==> config.mk <==
export PLATFORM = sky130hd
export DESIGN_NAME = dbg_spi_probe
export DESIGN_NICKNAME = d
export VERILOG_FILES = /design/src/rtl/dbg_spi_pkg.sv /design/src/rtl/spi_shift_lane.sv /design/src/rtl/dbg_spi_probe.sv
export SDC_FILE = /design/constraint.sdc
export NUM_CORES = 1
export LEC_CHECK = 0
export ABC_AREA = 1
export CAP_MARGIN = 0
export CORE_MARGIN = 2
export CORE_UTILIZATION = 53
export CTS_CLUSTER_DIAMETER = 60
export DETAILED_ROUTE_END_ITERATION = 8
export PLACE_DENSITY_LB_ADDON = 0.05
export SLEW_MARGIN = 10
export SYNTH_ARGS = -nofsm -noshare
export SYNTH_HDL_FRONTEND = slang
export SYNTH_SLANG_ARGS = --single-unit
==> constraint.sdc <==
create_clock -name clk -period 2.4 [get_ports clk]
set_clock_uncertainty 0.2 [all_clocks]
set_input_delay 0.6 -clock clk [delete_from_list [all_inputs] [get_ports clk]]
set_output_delay 0.6 -clock clk [all_outputs]
set_load 0.01 [all_outputs]
==> src/rtl/dbg_spi_pkg.sv <==
// rtl/dbg_spi_pkg.sv - shared types and width helpers for the debug SPI probe
package dbg_spi_pkg;

  typedef enum logic [2:0] {
    ST_IDLE  = 3'd0,
    ST_LOAD  = 3'd1,
    ST_SHIFT = 3'd2,
    ST_GAP   = 3'd3,
    ST_STEP  = 3'd4
  } state_t;

  localparam int FRAME_CNT_W = 16;

  // Bits needed to hold the value n (at least one bit).
  function automatic int cnt_w(input int n);
    return (n < 1) ? 1 : $clog2(n + 1);
  endfunction

endpackage

==> src/rtl/spi_shift_lane.sv <==
// rtl/spi_shift_lane.sv - one SPI lane: MSB-first shift register with gated cs/mosi
module spi_shift_lane #(
  parameter int W = 32
) (
  input  logic         clk,
  input  logic         rst,
  input  logic         load,
  input  logic         shift,
  input  logic         en,
  input  logic [W-1:0] din,
  output logic         mosi,
  output logic         cs
);

  logic [W-1:0] sreg;
  logic         en_q;

  // Reset doubles as end-of-frame release: cs high, mosi low.
  always_ff @(posedge clk) begin
    if (rst) begin
      sreg <= '0;
      en_q <= 1'b0;
      mosi <= 1'b0;
      cs   <= 1'b1;
    end else if (load) begin
      sreg <= din;
      en_q <= en;
      cs   <= ~en;
      mosi <= en & din[W-1];
    end else if (shift) begin
      sreg <= sreg << 1;
      mosi <= en_q & sreg[W-2];
    end
  end

endmodule

==> src/rtl/dbg_spi_probe.sv <==
// rtl/dbg_spi_probe.sv - snapshots CH probe words, streams them on CH SPI lanes, then steps the CPU
module dbg_spi_probe
  import dbg_spi_pkg::*;
#(
  parameter int CH  = 3,
  parameter int W   = 32,
  parameter int DIV = 100,
  parameter int GAP = 2
) (
  input  logic                   clk,
  input  logic                   rst,
  input  logic [CH*W-1:0]        data,
  input  logic [CH-1:0]          mask,
  input  logic                   run,
  input  logic                   step_req,
  output logic                   cpu_step,
  output logic                   sck,
  output logic [CH-1:0]          cs,
  output logic [CH-1:0]          mosi,
  output logic                   busy,
  output logic [FRAME_CNT_W-1:0] frame_cnt
);

  localparam int BW = cnt_w(W);
  localparam int DW = cnt_w(DIV - 1);
  localparam int GW = cnt_w(2 * GAP * DIV);

  state_t         state, state_next;
  logic [BW-1:0]  bit_cnt;
  logic [DW-1:0]  div_cnt;
  logic [GW-1:0]  gap_cnt;
  logic           step_pending;
  logic           load;
  logic           div_tc;
  logic           fall;
  logic           frame_end;
  logic           lane_shift;
  logic           gap_done;

  assign div_tc     = (div_cnt == DW'(DIV - 1));
  assign fall       = (state == ST_SHIFT) && div_tc && sck;
  assign frame_end  = fall && (bit_cnt == '0);
  assign lane_shift = fall && (bit_cnt != '0);
  assign gap_done   = (gap_cnt == GW'(2 * GAP * DIV - 1));

  always_ff @(posedge clk) begin
    if (rst) state <= ST_IDLE;
    else     state <= state_next;
  end

  always_comb begin
    state_next = state;
    load       = 1'b0;
    cpu_step   = 1'b0;
    busy       = (state != ST_IDLE);
    case (state)
      ST_IDLE:  if (run || step_req || step_pending) state_next = ST_LOAD;
      ST_LOAD: begin
        load       = 1'b1;
        state_next = ST_SHIFT;
      end
      ST_SHIFT: if (frame_end) state_next = (GAP == 0) ? ST_STEP : ST_GAP;
      ST_GAP:   if (gap_done) state_next = ST_STEP;
      ST_STEP: begin
        cpu_step   = 1'b1;
        state_next = ST_IDLE;
      end
      default:  state_next = ST_IDLE;
    endcase
  end

  // sck divider, bit/gap counters, pending single-step request and frame counter.
  always_ff @(posedge clk) begin
    if (rst) begin
      sck          <= 1'b0;
      div_cnt      <= '0;
      bit_cnt      <= '0;
      gap_cnt      <= '0;
      step_pending <= 1'b0;
      frame_cnt    <= '0;
    end else begin
      if (state == ST_IDLE)  step_pending <= 1'b0;
      else if (step_req)     step_pending <= 1'b1;
      case (state)
        ST_LOAD: begin
          bit_cnt <= BW'(W);
          div_cnt <= '0;
          gap_cnt <= '0;
          sck     <= 1'b0;
        end
        ST_SHIFT: begin
          if (div_tc) begin
            div_cnt <= '0;
            sck     <= ~sck;
            if (!sck) bit_cnt <= bit_cnt - BW'(1);
          end else begin
            div_cnt <= div_cnt + DW'(1);
          end
        end
        ST_GAP:  gap_cnt   <= gap_cnt + GW'(1);
        ST_STEP: frame_cnt <= frame_cnt + FRAME_CNT_W'(1);
        default: ;
      endcase
    end
  end

  for (genvar i = 0; i < CH; i++) begin : g_lane
    spi_shift_lane #(.W(W)) u_lane (
      .clk   (clk),
      .rst   (rst | frame_end),
      .load  (load),
      .shift (lane_shift),
      .en    (mask[i]),
      .din   (data[i*W +: W]),
      .mosi  (mosi[i]),
      .cs    (cs[i])
    );
  end

endmodule

; ---- After elaboration in Yosys (flattened, before gate mapping)
; Index checks and enable logic that the tools add are counted.
[totals]
ff_bits = 145
out_inout_bits = 25
word_cells = 88
[op_classes]
add_sub_neg = 4
n_eq_ne = 11
mux = 26
bitwise = 11
reduce_logical = 17
[ops]
columns = operator, n
row1 = 2-to-1 mux 31 bit, 6
row2 = case mux 9 bit (2 select lines), 1
row3 = "adder 16 x 1 -> 16 bit, second input constant", 1
row4 = case mux 7 bit (2 select lines), 1
row5 = 2-to-1 mux 6 bit, 2
row6 = case mux 3 bit (4 select lines), 1
row7 = case mux 6 bit (2 select lines), 1
row8 = "inequality test 2 bit, second input constant", 5
row9 = "adder 9 x 1 -> 9 bit, second input constant", 1
row10 = "equality test 9 bit, second input constant", 1
row11 = 2-to-1 mux 1 bit, 9
row12 = 2-to-1 mux 3 bit, 3
row13 = "adder 7 x 1 -> 7 bit, second input constant", 1
row14 = "equality test 7 bit, second input constant", 1
row15 = 2-to-1 mux 7 bit, 1
row16 = AND 1 bit, 6
row17 = "equality test 3 x 2 -> 1 bit, second input constant", 2
row18 = logical NOT 6 bit, 1
row19 = AND reduction 3 bit, 2
row20 = nonzero test 2 bit, 3
row21 = nonzero test 6 bit, 1
row22 = "subtractor 6 x 1 -> 6 bit, second input constant", 1
row23 = logical AND 1 bit, 4
row24 = inverter 1 bit, 4
row25 = other kinds (9), 10

; ---- Depth between registers and ports, before layout
[depth]
word_depth = 6
mapped_depth = 12

; ---- Cells and area by module
; Synthesis repeated with hierarchy kept, for this count alone.
[unflattened]
hier_cells = 1071
area_unflattened_um2 = 7317.0
[modules_own_cells]
columns = module, instances, cells_per_inst, area_per_inst_um2
row1 = spi_shift_lane, 3, 252, 1689.1
row2 = dbg_spi_probe, 1, 315, 2249.7

; ---- Worst setup path before layout
; No wires, ideal clock.
[synth_timing]
kind = register -> register
start = register div_cnt[0]
end = register g_lane[0].u_lane.en_q
setup_ns = 0.116
t_arrival_ns = 1.511
required_ns = 2.084
path_slack_ns = 0.573
stages_incl_launch_ff = 12
n_path_buf = 2
period_less_slack_ns = 1.827
path_cell_list = dfxtp_1 -> ha_1 -> nand2_1 -> clkinv_1 -> nand3_2 -> nor2_2 -> nand3_1 -> nand2_2 -> inv_2 -> buf_2 -> buf_6 -> o211a_1
[synth_between]
elab_chain_len = 5
[synth_rtl]
columns = element, line
row1 = from (decl), dbg_spi_probe.sv:30  ; logic [DW-1:0] div_cnt;
row2 = from (signal assigned), dbg_spi_probe.sv:97  ; div_cnt <= div_cnt + DW'(1);
row3 = equality test 7 bit, dbg_spi_probe.sv:40  ; assign div_tc = (div_cnt == DW'(DIV - 1));
row4 = logical AND 1 bit (2 in a row), dbg_spi_probe.sv:41  ; assign fall = (state == ST_SHIFT) && div_tc && sck;
row5 = logical AND 1 bit, dbg_spi_probe.sv:42  ; assign frame_end = fall && (bit_cnt == '0);
row6 = OR 1 bit, dbg_spi_probe.sv:110  ; .rst (rst | frame_end),
row7 = to (signal assigned), spi_shift_lane.sv:27  ; en_q <= en;
row8 = to (decl), spi_shift_lane.sv:16  ; logic en_q;
; No other way between the ends.
; A chain may end at the register's enable or synchronous reset.

; ---- Worst setup path in the final report
[layout_timing]
start = register state[2]
end = output busy
[layout_between]
elab_chain_len = 1
[layout_rtl]
columns = element, line
row1 = from (decl), dbg_spi_probe.sv:28  ; state_t state, state_next;
row2 = from (signal assigned), dbg_spi_probe.sv:48  ; else state <= state_next;
row3 = nonzero test 3 bit, dbg_spi_probe.sv:55  ; busy = (state != ST_IDLE);
row4 = to (decl), dbg_spi_probe.sv:20  ; output logic busy,
; No other way between the ends.

==> results <==
-- Yosys cell counts (5+ instances only) --
master | n | area [um^2]
o21ai_1 | 5 | 25.0
ha_1 | 5 | 62.6
nand3_1 | 113 | 566
buf_4 | 10 | 75.1
o21ai_0 | 22 | 110
clkbuf_1 | 14 | 52.6
buf_2 | 25 | 125
buf_6 | 7 | 78.8
dfxtp_1 | 145 | 2900
nand2_1 | 358 | 1340
a21oi_1 | 31 | 155
inv_2 | 5 | 18.8
nor2_1 | 228 | 856
inv_1 | 42 | 158
-- metal layers --
metal,vias up,track usage [%]
met4,0,9.04
met2,156,36.7
met5,-,0
met3,23,6.10
met1,2943,30.3
li1,3520,-
-- power groups by stage --
stage | Clock (W) | Sequential, W | Combinational (W)
final | 0.00254 | 0.00362 | 0.00395
after global routing | 0.00270 | 0.00372 | 0.00455
after CTS | 0.00259 | 0.00361 | 0.00399
after detailed placement | 0 | 0.00365 | 0.00395
after global placement | 0 | 0.00363 | 0.00391
after floorplan | 0 | 0.00356 | 0.00316
-- cells by family after synthesis --
kind of cell / share of synthesized area (%)
compound gates: 5.41
xor+xnor: 0.762
simple gates: 42.9
flops: 42.1
fa+ha+maj: 0.908
buf+inv: 7.86
-- worst paths after layout --
kind | from | endpoint | slack, ns | cells past startpoint
worst max-delay path | state[2]$_SDFFE_PP0P_ | busy | 0.08 | 3
worst min-delay path | g_lane[0].u_lane.sreg[0]$_SDFFE_PP0P_ | g_lane[0].u_lane.sreg[0]$_SDFFE_PP0P_ | 0.27 | 2
worst max register to register | div_cnt[0]$_SDFFE_PP0N_ | g_lane[1].u_lane.sreg[25]$_SDFFE_PP0P_ | 0.25 | 11
worst min register to register | g_lane[0].u_lane.sreg[0]$_SDFFE_PP0P_ | g_lane[0].u_lane.sreg[0]$_SDFFE_PP0P_ | 0.27 | 2
-- sequential cells by signal, indices dropped and copies added, names as in the netlist --
name                flops
g_lane.u_lane.sreg     93
frame_cnt              16
gap_cnt                 9
div_cnt                 7
bit_cnt                 6
g_lane.u_lane.cs        3
g_lane.u_lane.en_q      3
g_lane.u_lane.mosi      3
state                   3
sck                     1
step_pending            1
-- layout make-up --
class                      instances  share of cell area [%]
clock buffer                      26                    5.89
clock inverter                     5                   0.568
sequential                       145                    33.0
timing repair buffer             142                    16.8
inverter                          48                    2.06
multi-input combinational        806                    39.3
tap                              172                    2.44
-- placed cells by master (no fill, tap or decap), drive strengths merged --
cell type	netlist	final
nand2	362	362
nor2	233	233
dfxtp	145	145
clkdlybuf4s50	0	126
nand3	116	116
inv	47	46
a21oi	31	31
o21ai	27	27
clkbuf	17	26
buf	44	15
clkinv	1	6
ha	5	5
xor2	4	4
nor3	4	4
or2	4	4
nand4	3	3
o211a	3	3
xnor2	2	2
nand3b	2	2
a211oi	2	2
a221oi	2	2
nor3b	1	1
nor4	1	1
and3	1	1
o21a	1	1
o22ai	1	1
a31oi	1	1
bufinv	0	1
dlygate4sd2	0	1
-- repair_timing --
action | CTS | global route
endpoints found under the hold margin | 0 | 0
gates resized for setup | 2 | 2
setup endpoints to repair | 1 | 1
hold buffers | 0 | 0
-- per-stage QoR --
stage	hold slack [ns]	power (W)
floorplan	0.238	0.00672
global placement	0.255	0.00754
detailed placement	0.261	0.00760
CTS	0.269	0.0102
global route	0.288	0.0110
finish	0.267	0.0101
-- worst register-to-register path: stages, from the launching register on --
cell and delay [ns]:
dfxtp_1 0.37, ha_1 0.25, nand2_1 0.08, clkinv_1 0.06
nand3_2 0.10, nor2_2 0.13, nand3_2 0.13, nand2_8 0.27
buf_4 0.27, nand3_1 0.10, nand2_1 0.07, nor2_1 0.04
==> flow_summary.json <==
{
  "wl_per_cell_um": 11.6,
  "syn_area_um2": 6890,
  "synthDistinctLibCells": 38,
  "syn-num-nets": 1168,
  "final_nets": 1268,
  "antenna_found_initial": 0,
  "rows": 41,
  "die_area_um2": 13900,
  "setup_slack_ns": 0.0795,
  "comb_power_share_pct": 39.1,
  "worstPathRequired_ns": 1.60,
  "hold_path.class": "flop to flop",
  "vias": 6642,
  "status": "complete, no violations",
  "synth_edf_count": 0,
  "yosysSeqAreaShare_pct": 42.1,
  "grt_pass1_wl_um": 26700,
  "synthFlopType": "dfxtp_1",
  "maxCapViolCount": 0,
  "final_max_slew_viol_count": 0,
  "cts.sinks": 145,
  "design_area_um2": 8820,
  "netSwitchingFraction_pct": 37.4,
  "grt_pass1_vias": 5860,
  "power_switching_w": 0.00378,
  "die_w_um": 118,
  "rsz0062_at_grt": "no",
  "postCtsSetupRepairBufs": 0,
  "numPortBuffers": 127,
  "pwr-share-seq_pct": 35.8,
  "arrival_ns": 1.52,
  "grt_util_all_layers_pct": 23.2,
  "setup_viol": 0,
  "period_needed_ns": 2.32,
  "ios": 128,
  "clock_latency_ns": 0.42,
  "clockRootBuffer": "clkbuf_16",
  "worst_setup_path_start_kind": "flop",
  "crit_family": "buffers and inverters",
  "path_clk_slew_ns": 0.06,
  "cp_max_fo": 4,
  "yosys_warnings": 0,
  "final_util_pct": 69.6,
  "placed_cells": 1313,
  "cts_buffers": 17,
  "m1WireLength_um": 7400,
  "p_leak_nw": 3.60,
  "drt-pass1-iter-count": 5,
  "wl_met3_um": 740,
  "slowest_delay_ns": 0.54,
  "grt_overflow": 0,
  "core_area_um2": 12700,
  "clockBufferDepth": 2,
  "crit_buf_inv": 1,
  "met2WireLength_um": 7140,
  "ctsHtreeMaxLevel": 4,
  "multi_input_area_um2": 3460,
  "ys_async_sr_fraction_pct": 0,
  "syn_to_final_growth_pct": 27.9,
  "ys_ff_latch": 145,
  "place_ws_ns": 0.271,
  "regArea_um2": 2910,
  "path_cells": "nor2_1 -> nand2_1 -> clkdlybuf4s50_1",
  "dp_hpwl_um": 10100,
  "period_share_pct": 96.7,
  "die_y_um": 118,
  "drive_above_1_share_pct": 5.38,
  "critical_path_class": "flop to output port",
  "drt_iter0_drc": 584,
  "intPower_w": 0.00633,
  "routed_wirelength_um": 15600,
  "post_dp_cell_area_um2": 8250,
  "drc_errors": 0,
  "tns_ns": 0,
  "hold_viol_final": 0,
  "ant_nets": 0,
  "place_congestion": 0.780,
  "fin_cells": 1344,
  "syn_inst": 1060,
  "start_util_pct": 54.4,
  "syn_avg_cell_area_um2": 6.50,
  "grt_max_degree": 104,
  "fmax_ghz": 0.431,
  "p_clk_share_pct": 25.2,
  "routed_via_density": 4.94,
  "ir_drop_mv": 0.719,
  "diodes": 0,
  "max-slew-margin-rel_pct": 71.9,
  "top_layer_used": "met4",
  "endpoint_kind": "output port",
  "crit_path_top_delay_cell": "clkdlybuf4s50_1",
  "cts_tree": "done",
  "p_per_area_nw_per_um2": 1150,
  "worstMarginPinSlew_ns": 0.422,
  "fillCellCount": 1182
}
Power figures use the tool's default switching activity.
